### src/rtl/decoder_test_sequencer.sv
// Hardware test driver for one Helios decoder byte-stream port: frames host measurement
// bytes, parses the decoder response, times it and emits one result record per test.
// Optional: define SEQ_CORR_CRC_EN to fill the crc field with CRC-16/CCITT-FALSE.
module decoder_test_sequencer #(
    parameter int          MEAS_BYTES     = 12,
    parameter int          CORR_BYTES     = 9,
    parameter logic [7:0]  START_MSG      = 8'hFF,
    parameter logic [7:0]  MEAS_HEADER    = 8'h01,
    parameter int          TIMEOUT_CYCLES = 100000
) (
    input  logic           clk,
    input  logic           reset,
    input  logic           enable,
    input  logic [7:0]     host_data,
    input  logic           host_valid,
    output logic           host_ready,
    output logic [7:0]     dec_tx_data,
    output logic           dec_tx_valid,
    input  logic           dec_tx_ready,
    input  logic [7:0]     dec_rx_data,
    input  logic           dec_rx_valid,
    output logic           dec_rx_ready,
    output logic [104:0]   res_data,
    output logic           res_valid,
    input  logic           res_ready,
    output logic           busy,
    output logic           halted
);

    typedef enum logic [3:0] {
        S_IDLE       = 4'd0,
        S_SEND_START = 4'd1,
        S_SEND_HDR   = 4'd2,
        S_SEND_MEAS  = 4'd3,
        S_WAIT_RESP  = 4'd4,
        S_RECV_HDR   = 4'd5,
        S_RECV_CORR  = 4'd6,
        S_EMIT       = 4'd7,
        S_HALT       = 4'd8
    } state_t;

    localparam logic [15:0] MEAS_LAST    = 16'(MEAS_BYTES - 1);
    localparam logic [15:0] CORR_LAST    = 16'(CORR_BYTES - 1);
    localparam logic [31:0] TIMEOUT_LAST = 32'(TIMEOUT_CYCLES - 1);
    localparam logic [31:0] TIMEOUT_VAL  = 32'(TIMEOUT_CYCLES);

    function automatic logic [15:0] popcount8(input logic [7:0] d);
        logic [15:0] cnt;
        cnt = 16'd0;
        for (int i = 0; i < 8; i++) begin
            cnt = cnt + {15'd0, d[i]};
        end
        return cnt;
    endfunction

    state_t        state_r;
    logic          start_sent_r;
    logic [15:0]   test_idx_r;
    logic [15:0]   byte_cnt_r;
    logic [15:0]   corr_cnt_r;
    logic [1:0]    rcnt_r;
    logic          timeout_r;
    logic [7:0]    iter_r;
    logic [15:0]   cycles_r;
    logic [31:0]   latency_r;
    logic [15:0]   ones_r;
    logic [15:0]   crc_field_s;

`ifdef SEQ_CORR_CRC_EN
    // MSB-first, non-reflected CRC-16 update with polynomial 0x1021
    function automatic logic [15:0] crc16_ccitt_byte(input logic [15:0] crc, input logic [7:0] d);
        logic [15:0] c;
        c = crc;
        for (int i = 7; i >= 0; i--) begin
            if (c[15] ^ d[i]) begin
                c = {c[14:0], 1'b0} ^ 16'h1021;
            end else begin
                c = {c[14:0], 1'b0};
            end
        end
        return c;
    endfunction

    logic [15:0]   crc_r;
    assign crc_field_s = crc_r;
`else
    assign crc_field_s = 16'h0000;
`endif

    assign res_data = {test_idx_r, crc_field_s, ones_r, latency_r, cycles_r, iter_r, timeout_r};
    assign busy     = (state_r != S_IDLE) && (state_r != S_HALT);
    assign halted   = (state_r == S_HALT);

    // Handshake outputs decoded from the registered state; SEND_MEAS is a pure passthrough
    always_comb begin
        host_ready   = 1'b0;
        dec_tx_data  = 8'h00;
        dec_tx_valid = 1'b0;
        dec_rx_ready = 1'b0;
        res_valid    = 1'b0;
        case (state_r)
            S_SEND_START: begin
                dec_tx_valid = 1'b1;
                dec_tx_data  = START_MSG;
            end
            S_SEND_HDR: begin
                dec_tx_valid = 1'b1;
                dec_tx_data  = MEAS_HEADER;
            end
            S_SEND_MEAS: begin
                dec_tx_valid = host_valid;
                dec_tx_data  = host_data;
                host_ready   = dec_tx_ready;
            end
            S_WAIT_RESP, S_RECV_HDR, S_RECV_CORR: begin
                dec_rx_ready = 1'b1;
            end
            S_EMIT: begin
                res_valid = 1'b1;
            end
            default: begin
                host_ready = 1'b0;
            end
        endcase
    end

    // Sequencer state, response parsing and result fields
    always_ff @(posedge clk) begin
        if (reset) begin
            state_r      <= S_IDLE;
            start_sent_r <= 1'b0;
            test_idx_r   <= 16'd0;
            byte_cnt_r   <= 16'd0;
            corr_cnt_r   <= 16'd0;
            rcnt_r       <= 2'd0;
            timeout_r    <= 1'b0;
            iter_r       <= 8'd0;
            cycles_r     <= 16'd0;
            latency_r    <= 32'd0;
            ones_r       <= 16'd0;
`ifdef SEQ_CORR_CRC_EN
            crc_r        <= 16'd0;
`endif
        end else begin
            case (state_r)
                S_IDLE: begin
                    if (enable) begin
                        state_r <= start_sent_r ? S_SEND_HDR : S_SEND_START;
                    end
                end
                S_SEND_START: begin
                    if (dec_tx_ready) begin
                        start_sent_r <= 1'b1;
                        state_r      <= S_SEND_HDR;
                    end
                end
                S_SEND_HDR: begin
                    if (dec_tx_ready) begin
                        byte_cnt_r <= 16'd0;
                        state_r    <= S_SEND_MEAS;
                    end
                end
                S_SEND_MEAS: begin
                    if (host_valid && dec_tx_ready) begin
                        byte_cnt_r <= byte_cnt_r + 16'd1;
                        if (byte_cnt_r == MEAS_LAST) begin
                            // Clear every field so a timeout record carries only timeout/latency/idx
                            latency_r <= 32'd0;
                            timeout_r <= 1'b0;
                            iter_r    <= 8'd0;
                            cycles_r  <= 16'd0;
                            ones_r    <= 16'd0;
`ifdef SEQ_CORR_CRC_EN
                            crc_r     <= 16'd0;
`endif
                            state_r   <= S_WAIT_RESP;
                        end
                    end
                end
                S_WAIT_RESP: begin
                    if (dec_rx_valid) begin
                        iter_r  <= dec_rx_data;
                        rcnt_r  <= 2'd1;
                        state_r <= S_RECV_HDR;
                    end else if (latency_r == TIMEOUT_LAST) begin
                        latency_r <= TIMEOUT_VAL;
                        timeout_r <= 1'b1;
                        state_r   <= S_EMIT;
                    end else if (latency_r != 32'hFFFF_FFFF) begin
                        latency_r <= latency_r + 32'd1;
                    end
                end
                S_RECV_HDR: begin
                    if (dec_rx_valid) begin
                        if (rcnt_r == 2'd1) begin
                            cycles_r[15:8] <= dec_rx_data;
                            rcnt_r         <= 2'd2;
                        end else begin
                            cycles_r[7:0]  <= dec_rx_data;
                            corr_cnt_r     <= 16'd0;
`ifdef SEQ_CORR_CRC_EN
                            crc_r          <= 16'hFFFF;
`endif
                            state_r        <= S_RECV_CORR;
                        end
                    end
                end
                S_RECV_CORR: begin
                    if (dec_rx_valid) begin
                        ones_r     <= ones_r + popcount8(dec_rx_data);
`ifdef SEQ_CORR_CRC_EN
                        crc_r      <= crc16_ccitt_byte(crc_r, dec_rx_data);
`endif
                        corr_cnt_r <= corr_cnt_r + 16'd1;
                        if (corr_cnt_r == CORR_LAST) begin
                            state_r <= S_EMIT;
                        end
                    end
                end
                S_EMIT: begin
                    if (res_ready) begin
                        test_idx_r <= test_idx_r + 16'd1;
                        if (timeout_r) begin
                            state_r <= S_HALT;
                        end else if (enable) begin
                            state_r <= S_SEND_HDR;
                        end else begin
                            state_r <= S_IDLE;
                        end
                    end
                end
                S_HALT: begin
                    state_r <= S_HALT;
                end
                default: begin
                    state_r <= S_IDLE;
                end
            endcase
        end
    end

endmodule

### config.mk
export PLATFORM = sky130hd
export DESIGN_NAME = decoder_test_sequencer
export DESIGN_NICKNAME = d
export VERILOG_FILES = /design/src/rtl/decoder_test_sequencer.sv
export SDC_FILE = /design/constraint.sdc
export NUM_CORES = 1
export LEC_CHECK = 0
export ABC_AREA = 1
export ABC_CLOCK_PERIOD_IN_PS = 6700
export BUFFER_PORTS_ARGS = -buffer_cell sky130_fd_sc_hd__buf_2
export CAP_MARGIN = 10
export CELL_PAD_IN_SITES_DETAIL_PLACEMENT = 1
export CELL_PAD_IN_SITES_GLOBAL_PLACEMENT = 1
export CORE_AREA = 4 4 130 225
export CTS_CLUSTER_SIZE = 12
export DETAILED_ROUTE_END_ITERATION = 10
export DIE_AREA = 0 0 134 229
export MAX_ROUTING_LAYER = met4
export PLACE_DENSITY_LB_ADDON = 0.1
export SLEW_MARGIN = 20
export SYNTH_ARGS = -nofsm -noshare
export SYNTH_HDL_FRONTEND = slang
export SYNTH_SLANG_ARGS = --single-unit
### constraint.sdc
create_clock -name clk -period 6.7 [get_ports clk]
set_input_delay 0.67 -clock clk [delete_from_list [all_inputs] [get_ports clk]]
set_output_delay 0.67 -clock clk [all_outputs]
set_load 0.005 [all_outputs]
Yosys cells after proc, flatten, opt, wreduce, memory -nomap -nowiden
Cells that the tools add are included.
{ "totals": {"register_bits": 128, "latchBits": 0, "mem_bits_rw": 0, "rom_bits": 0, "inputBits": 23, "output_inout_bits": 119, "memories": 0} }
{ "op_classes": {"add_sub_neg": 12, "mul": 0, "div": 0, "n_lt_le_gt_ge": 0, "n_eq_ne": 30, "n_shift": 0, "mux": 55, "bitwise": 0, "reduce_logical": 24} }
{ "ops": {"columns": ["cell", "n"], "rows": [
  ["32-bit 2-to-1 mux", 5],
  ["16-bit 2-to-1 mux", 9],
  ["16-bit case mux with 2 select lines", 4],
  ["32-bit case mux with 2 select lines", 1],
  ["4-bit 2-to-1 mux", 13],
  ["16-bit by 1-bit adder with 16-bit output, second input constant", 3],
  ["8-bit 2-to-1 mux", 5],
  ["4-bit case mux with 9 select lines", 1],
  ["32-bit by 1-bit adder with 32-bit output, second input constant", 1],
  ["16-bit by 4-bit == test with 1-bit output, second input constant", 2],
  ["32-bit by 17-bit == test with 1-bit output, second input constant", 1],
  ["32-bit inequality test, second input constant", 1],
  ["2-bit inequality test, second input constant", 14],
  ["8-bit case mux with 3 select lines", 1],
  ["5-bit AND reduction", 4],
  ["16-bit by 8-bit adder with 16-bit output", 1],
  ["4-bit by 3-bit == test with 1-bit output, second input constant", 4],
  ["8-bit case mux with 2 select lines", 1],
  ["4-bit AND reduction", 4],
  ["2-bit nonzero test", 6],
  ["11-bit AND reduction", 1],
  ["2-bit 2-to-1 mux", 5],
  ["7-bit by 1-bit adder with 8-bit output", 1],
  ["4-bit by 2-bit == test with 1-bit output, second input constant", 2],
  ["21 further kinds", 31]
]} }

Logic depth before layout (Yosys ltp)
Gate-level depths: netlist of run 1.
{ "logic_depth": {"depth_word": 10, "ltp_mapped": 16} }

Worst setup path before layout of run 1
OpenSTA, ideal clock, no wires.
{ "synth_timing": {"path_type": "input port to flip-flop", "from": "input port dec_rx_data[0]", "to": "register ones_r[8]", "setup_ns": 0.071, "arrival_ns": 3.652, "t_required_ns": 6.629, "path_slack_ns": 2.977, "cell_stages": 14, "path_buffers": 0, "path_cell_list": "fa_1 > inv_1 > fa_1 > fa_1 > fa_1 > fa_1 > inv_1 > nand3_1 > nand3b_1 > nand2_1 > xor2_1 > nor2_1 > nand2_1 > a21oi_1"} }
{ "synth_via": {"elab_chain_cells": 10} }
{ "synth_rtl": {"columns": ["item", "line", "text"], "rows": [
  ["start, declared", "20", "input logic [7:0] dec_rx_data,"],
  ["1-bit by 1-bit adder with 2-bit output", "51", "cnt = cnt + {15'd0, d[i]};"],
  ["2-bit by 1-bit adder with 3-bit output", "51", null],
  ["3-bit by 1-bit adder with 4-bit output", "51", null],
  ["4-bit by 1-bit adder with 5-bit output", "51", null],
  ["5-bit by 1-bit adder with 6-bit output", "51", null],
  ["6-bit by 1-bit adder with 7-bit output", "51", null],
  ["7-bit by 1-bit adder with 8-bit output", "51", null],
  ["16-bit by 8-bit adder with 16-bit output", "210", "ones_r <= ones_r + popcount8(dec_rx_data);"],
  ["16-bit 2-to-1 mux", "209", "if (dec_rx_valid) begin"],
  ["16-bit case mux with 2 select lines", "145", "case (state_r)"],
  ["end signal, assigned", "210", null],
  ["end, declared", "66", "logic [15:0] ones_r;"]
]} }
No other way between the ends. The select of a mux whose other input is x is not followed.
A chain may end at the register's enable or synchronous reset.

Final worst setup path of run 1
Same ends and word-level chain as after synthesis.

==> metrics.txt, run 1 <==
run status=finished, final reports clean; Post-DRT Antenna Nets=0; I/O pins=142; worst vdd ir=0.1747 mV; final setup vio count=0; critical path arrival=4.12 ns; critical-path cell list=buf_2 -> fa_1 -> inv_1 -> fa_1 -> fa_1 -> fa_1 -> fa_1 -> inv_1 -> nand3_1 -> nand3b_1 -> nand2_1 -> xor2_1 -> nor2_1 -> nand2_1 -> a21oi_1; Initial Utilization=0.2976; CTS sink cnt=128; final hold viol count=0; CTS tree=done; Crit Path Category=in2reg; post-cts resize count=0; Worst Tran Pin Value=1.008 ns; reg2reg setup slack=3.39 ns; synthesis-to-layout area growth=17.91%; RSZ-0062 raised after global routing=no; CP peak stage delay=0.56 ns; cell mode on critical path=fa_1; first-pass GRT wire length=49.39 mm; die extent in x=134 microns; FF+latch count, synth=128; Total Routing Usage GR=0.2102; Final min period=around 3.8 ns; Clock Latency Late Sink=0.44 ns; fin crit share=0.5613; data required time at the worst endpoint=slightly above 7 ns; Fin Setup TNS=0 ns; CP Max Fanout=4; layout cells sized above 1=0.1474; Num CTS Buffers=17; Layout Skew=0.01176 ns; Routed WL per cell=16.87 microns; DRT Pass-1 Iters=6; hold path cells=2; leakage=4.024 nW; Worst Hold Launch=cycles_r[1]$_SDFFE_PP0P_; vias in the first global route=between 9000 and 10000; core area=roughly 27000 sq um; Setup Buffers After CTS=0; routability cong.=0.8598; num rows=80; Syn Area/Cell=6.188 sq um; Max-slew headroom=0.3280; register area=2562 sq um; die height=229 microns; Worst Setup Start Kind=input pin; CTS Root Cell=clkbuf_16; dpl cell area=9021 sq um; register area share after synthesis=0.3151; IO Port Bufs=between 100 and 150; count of max-cap constraint violations=0; Slew Viols, Final=0; FF-to-FF Start=state_r[1]$_SDFFE_PP0P_; Post-Synthesis Cells=about 1300; Vias=around 9000; DRC=0; cell area after synthesis=8132 sq um; Filler cells=3664; CP max-delay cell=fa_1; Post-Route WL=30.61 mm; clock buffer depth=2; FF-to-FF End=latency_r[16]$_SDFFE_PP0P_; worst reg2reg path depth=11; CTS Hold Bufs=0; Clk pin slew, worst setup/hold paths=0.06 ns; initial antenna violation count=0; Die ar.=around 30000 sq um; Fmax achieved=265.9 MHz; Yosys Warn Count=0; global route overflow=0; CP Capture Type=register; 1st-iter DRT viols=approximately 290; dpl hpwl=23.99 mm; PwrDens=~240 nW/um^2; Post-Layout Inst Area=9588 sq um; post-synthesis cell type count=47; Nets=1471; Multi-input gate area=4786 sq um; Hold EP=cycles_r[1]$_SDFFE_PP0P_; Vias/cell=about 4.8; worst min path class=reg2reg; largest net degree at the start of global routing=a little over 80; diodes inserted=0; H-tree depth=4
through the flow:
stage	power [mW]	util	hold WS, ns	instances	worst slack (ns)
after floorplan	1.218	-	0.4510	1329	2.977
after global placement	1.411	0.3301	0.4506	1782	2.506
after detailed placement	1.417	0.3301	0.4587	1782	2.467
after CTS	2.351	0.3509	0.4694	1814	2.928
after global routing	2.435	0.3509	0.5005	1814	2.725
final	2.302	0.3509	0.4688	1814	2.940
sequential cells by signal (all words and copies together), names as in the netlist:
signal and flops:
timeout_r 1, corr_cnt_r 16, start_sent_r 1, byte_cnt_r 16, ones_r 16, cycles_r 16, rcnt_r 2, test_idx_r 16
latency_r 32, iter_r 8, state_r 4
power breakdown:
| part | leakage [nW] | switching (mW) | internal [mW] |
|---|---|---|---|
| registers | 1.03 | 0.0224 | 0.783 |
| logic | 2.72 | 0.419 | 0.159 |
| clock network | 0.269 | 0.388 | 0.530 |
| total | 4.02 | 0.829 | 1.47 |
metal layers:
metal / wire, microns / global-route usage / share of wire / vias to the layer above
li1: - / - / - / 4411
met1: 11130 / 0.2023 / 0.36 / 4161
met2: 17650 / 0.4101 / 0.58 / 143
met3: 685 / 0.02745 / 0.022 / 66
met4: 1139 / 0.09009 / 0.037 / 0
met5: 0 / - / 0 / -
cells by family (layout without fill, tap and decap cells):
logic type | after synthesis | after routing | synth area share
simple gates | 809 | 809 | 0.4328
buf+inv | 194 | 310 | 0.1032
compound gates | 153 | 153 | 0.1051
flops | 128 | 128 | 0.3151
fa+ha+maj | 16 | 16 | 0.02924
xor+xnor | 13 | 13 | 0.01400
other cells | 1 | 16 | 0.0004612
cells in the mapped netlist, drive strengths merged:
master  instances  share of area
and2            1        0.00077
nand3b          4         0.0052
dfxtp         128           0.32
nor4            1        0.00077
xor2            6         0.0065
o21a            3         0.0028
o211ai          2         0.0018
a31o            4         0.0043
conb            1        0.00046
nand4          45          0.035
a22oi           8         0.0074
o21bai          1        0.00092
ha             11          0.017
inv           147          0.068
nor2          230           0.12
nand3          91          0.058
clkinv          3         0.0014
nand2         414           0.20
o21ai          34          0.022
a21boi          1        0.00092
a31oi           2         0.0015
o31ai           1        0.00092
a21oi          93          0.059
o221a           1         0.0014
fa              5          0.012
clkbuf         16         0.0074
nor3           21          0.014
a211oi          2         0.0018
o22ai           1        0.00077
nor3b           2         0.0018
buf            28          0.027
xnor2           7         0.0075
final cells by class:
class / count / share of cell area
timing repair buffer: 128 / 0.06760
tap: 369 / 0.04815
multi-input combinational: 1007 / 0.4992
sequential: 128 / 0.2673
clock buffer: 20 / 0.04763
inverter: 150 / 0.05872
clock inverter: 12 / 0.01148
placed cells by master, fill, tap and decap left out, types with 2 or more instances in the layout:
cell type     n
clkinvlp_4    4
nand3_2       3
clkbuf_8      2
nor2_2        9
dfxtp_1     128
nand2_4       4
a31o_2        4
nor2_1      211
clkbuf_16    17
xnor2_1       7
clkinv_4      2
nand3_1      88
nand2_2      11
inv_2         7
buf_4         3
clkinv_2      3
fa_1          5
o21ai_0      30
inv_6         2
conb_1       16
nand3b_1      3
o21ai_1       2
clkinv_1      3
xor2_1        6
a22oi_1       8
nor3_1       20
inv_1       140
nor2_4        9
nand4_1      45
a31oi_1       2
buf_2       125
o21a_1        3
a21oi_1      92
nor3b_1       2
nand2_1     399
a211oi_1      2
ha_1         11
o21ai_2       2
o211ai_1      2
worst max-delay path by stage:
stage	end	cells past startpoint	start	slack, ns
6_report	ones_r[8]$_SDFFE_PP0P_	15	dec_rx_data[0]	2.94
5_1_grt	ones_r[8]$_SDFFE_PP0P_	15	dec_rx_data[0]	2.73
4_1_cts	ones_r[8]$_SDFFE_PP0P_	15	dec_rx_data[0]	2.93
3_5_place_dp	ones_r[8]$_SDFFE_PP0P_	15	dec_rx_data[0]	2.47
3_3_place_gp	ones_r[8]$_SDFFE_PP0P_	15	dec_rx_data[0]	2.51
2_1_floorplan	ones_r[8]$_SDFFE_PP0P_	14	dec_rx_data[0]	2.98
worst max-delay path, delay by kind of cell:
kind / cells / cell delay [ns]
adder cells (fa/ha/maj): 5 / 2.37
AND/OR/NAND/NOR: 5 / 0.52
buffers and inverters: 3 / 0.28
XOR/XNOR: 1 / 0.15
AO/OA/AOI/OAI: 1 / 0.14
Power figures use the tool's default switching activity.
==> run 2: changes to the inputs <==
ABC_AREA = 0   (was 1)
ABC_CLOCK_PERIOD_IN_PS = 3940   (was 6700)
CORE_AREA = 4 4 118 205   (was 4 4 130 225)
DIE_AREA = 0 0 122 209   (was 0 0 134 229)
clock period = 3.94 ns   (was 6.7 ns; I/O delays follow)
==> run 2 against run 1 <==
  * Clock power is 58% higher
  * Clock skew is 0.0021 ns lower
  * Setup slack worse by 2.6 ns
  * Utilization is 0.90 points higher
  * First-iteration DRC count is 54% lower
==> metrics.txt, run 2 <==
Final min period=~3.6 ns; CP Capture Type=register; Commonest cells post-synth=dfxtp_1, nor2_1, nand2_1, nand3_1, a21oi_1; Num CTS Buffers=17 (unchanged); Setup WS pre-CTS=-0.1166 ns (-2.583 ns); Synth Area in Compound Gates=0.1480 (+0.04288); cell area after synthesis=6671 sq um (-18%); data required time at the worst endpoint=4.30 ns (-2.76 ns); final hold slack=0.2390 ns (-0.2298 ns); most frequent cells in the layout=dfxtp_1, buf_2, nor2_1; 1st-iter DRT viols=133 (-54%); Yosys top cell area share=0.3841 (+0.06897); Synth Area in Simple Gates=0.2789 (-0.1540); synthesis-to-layout area growth=21.68%; Vias=6290 (-28%); Nets=965 (-34%); diodes inserted=0 (unchanged); CTS tree=done; Syn Area/Cell=8.318 sq um (+34%); CTS sink cnt=128 (unchanged); FFs w/ async S/R, synth=0 (unchanged); Fmax achieved=278.8 MHz; Fin Setup TNS=0 ns (unchanged); cell taking the most area after synthesis=dfxtp_1; DRT Pass-1 Iters=4 (-2); Setup Buffers After CTS=0 (unchanged); ys flop type=dfxtp_1; global route overflow=0 (unchanged); Int Power=2.381 mW (+62%); layout cells sized above 1=0.2023 (+0.05494); Filler cells=2762 (-25%); die height=209 microns (-8.7%); Crit Path Category=in2reg; CP Max Fanout=4 (unchanged); die extent in x=122 microns (-9.0%); Die ar.=25500 sq um (-17%); Largest Register=latency_r; critical path arrival=3.95 ns (-0.17 ns); final hold viol count=0 (unchanged); Finished Core Util=0.3598 (+0.008955); Layout Skew=0.009620 ns (-0.002142 ns); worst vdd ir=0.2084 mV (+19%); Slew Viols, Final=0 (unchanged); count of max-cap constraint violations=0 (unchanged); Routed WL per cell=18.10 microns (+7.3%); worst min path class=in2reg; Net Switching=0.8669 mW (+4.5%); run status=finished, final reports clean; Clk pin slew, worst setup/hold paths=0.05 ns (about the same); mux share of post-synthesis cell area=0.03001 (+0.03001); Total Routing Usage GR=0.1860 (-0.02417); Initial Utilization=0.2957 (-0.001860); Worst Tran Pin Value=1.029 ns (+0.02141 ns); CTS Root Cell=clkbuf_16; first-pass GRT wire length=36.06 mm (-27%); Max-slew headroom=0.3085 (-0.01956); most common cell in the netlist=dfxtp_1; Final Power=3.248 mW (+41%); Clock Latency Late Sink=0.43 ns (about the same); FF-to-FF Start=ones_r[0]$_SDFFE_PP0P_; XOR/XNOR Fraction of Synth Area=0.06433 (+0.05033); DRC=0 (unchanged); CP startpoint=dec_rx_data[0]; largest family of logic cells by synthesized area=simple AND/OR/NAND/NOR gates; register area share after synthesis=0.3841 (+0.06897); Post-DRT Antenna Nets=0 (unchanged); PnR worst setup slack=0.3527 ns (-2.587 ns); IO Port Bufs=125 (unchanged); I/O pins=142 (unchanged); commonest non-fill, non-tap cell in the layout=dfxtp_1; PwrDens=400.1 nW/um^2 (+67%); Sw Ratio=0.2669 (-0.09337); Adder-Cell Fraction of Synth Area=0.03563 (+0.006399); num rows=73 (-8.8%); Flop pwr share=0.413 (+0.063); Vias/cell=5.077 (+4.9%); Post-Synthesis Cells=802 (-39%); RSZ-0062 raised after global routing=no; initial antenna violation count=0 (unchanged); final setup vio count=0 (unchanged); Clk pwr share=0.447 (+0.048); Worst Hold Launch=dec_rx_data[2]; CTS Hold Bufs=0 (unchanged); post-synthesis cell type count=66 (+40%); dpl hpwl=17.07 mm (-29%); combinational power share=0.139 (-0.112); routability cong.=0.7883 (-8.3%); Post-Route WL=22.42 mm (-27%); H-tree depth=4 (unchanged); leakage=3.335 nW (-17%); Worst Setup Start Kind=input pin; clock buffer depth=2 (unchanged); Yosys Warn Count=0 (unchanged); Largest register FFs=32 (unchanged); vias in the first global route=6649 (-28%); Synth area leaders=dfxtp_1, nor2_1, xor2_1, nand3_1, mux2i_1; largest net degree at the start of global routing=59 (-27%); core area=22560 sq um (-17%); EDFF count, synth=0 (unchanged); FF+latch count, synth=128 (unchanged); post-cts resize count=0 (unchanged); fin crit share=0.9105
[run 2: path summary, 6_finish.rpt]
kind,endpoint,slack [ns],depth (start not counted)
worst min register to register,start_sent_r$_SDFFE_PP0P_,0.48,2
worst max-delay path,ones_r[10]$_SDFFE_PP0P_,0.35,13
worst max register to register,ones_r[10]$_SDFFE_PP0P_,0.66,11
worst min-delay path,iter_r[2]$_SDFFE_PP0P_,0.24,3
[run 2: area by class of cell]
class	instances	area [sq um]	share of cell area
flip-flops and latches	128	2562	0.3157
repair buffers	145	775.7	0.09556
well taps	300	375.4	0.04624
multi-input cells	610	3775	0.4650
clock buffers	26	509.2	0.06273
clock inverters	6	30.03	0.003699
inverters	24	90.09	0.01110
[run 2: logic make-up after synthesis]
group / after synthesis
multiplexers: 20
buffers and inverters: 79
AND/OR/NAND/NOR: 360
other: 1
flip-flops: 128
adder cells (fa/ha/maj): 16
XOR/XNOR: 49
AO/OA/AOI/OAI: 149
[run 2: through the flow]
| step | std cells | instance area [sq um] |
|---|---|---|
| 6_report | 1239 | 8118 |
| 5_1_grt | 1239 | 8118 |
| 4_1_cts | 1239 | 8118 |
| 3_5_place_dp | 1207 | 7579 |
| 3_3_place_gp | 1207 | 7579 |
| 2_1_floorplan | 817 | 6728 |
[run 2: power by group through the flow]
stage	Sequential (mW)	Combinational, mW	Clock (mW)
detailed placement	1.37	0.464	0
CTS	1.34	0.467	1.51
global route	1.35	0.508	1.56
global placement	1.37	0.462	0
floorplan	1.35	0.327	0
finish	1.34	0.452	1.45
[run 2: metal layers]
metal  wire length [microns]  up-vias  global-route usage
met3                     837       30             0.03791
met1                    8043     3084              0.1772
met2                   12990      112              0.3577
met5                       0        -                   -
met4                     551        0             0.07002
li1                        -     3064                   -
[run 2: worst max-delay path, cell delays in order]
cell and delay (ns):
buf_2 0.12, fa_1 0.60, inv_1 0.08, fa_1 0.50, fa_1 0.43, fa_1 0.42
fa_1 0.41, nor2b_1 0.15, o21ai_0 0.10, nand2b_1 0.11, nand3_1 0.15, or3_1 0.35
a21oi_1 0.14
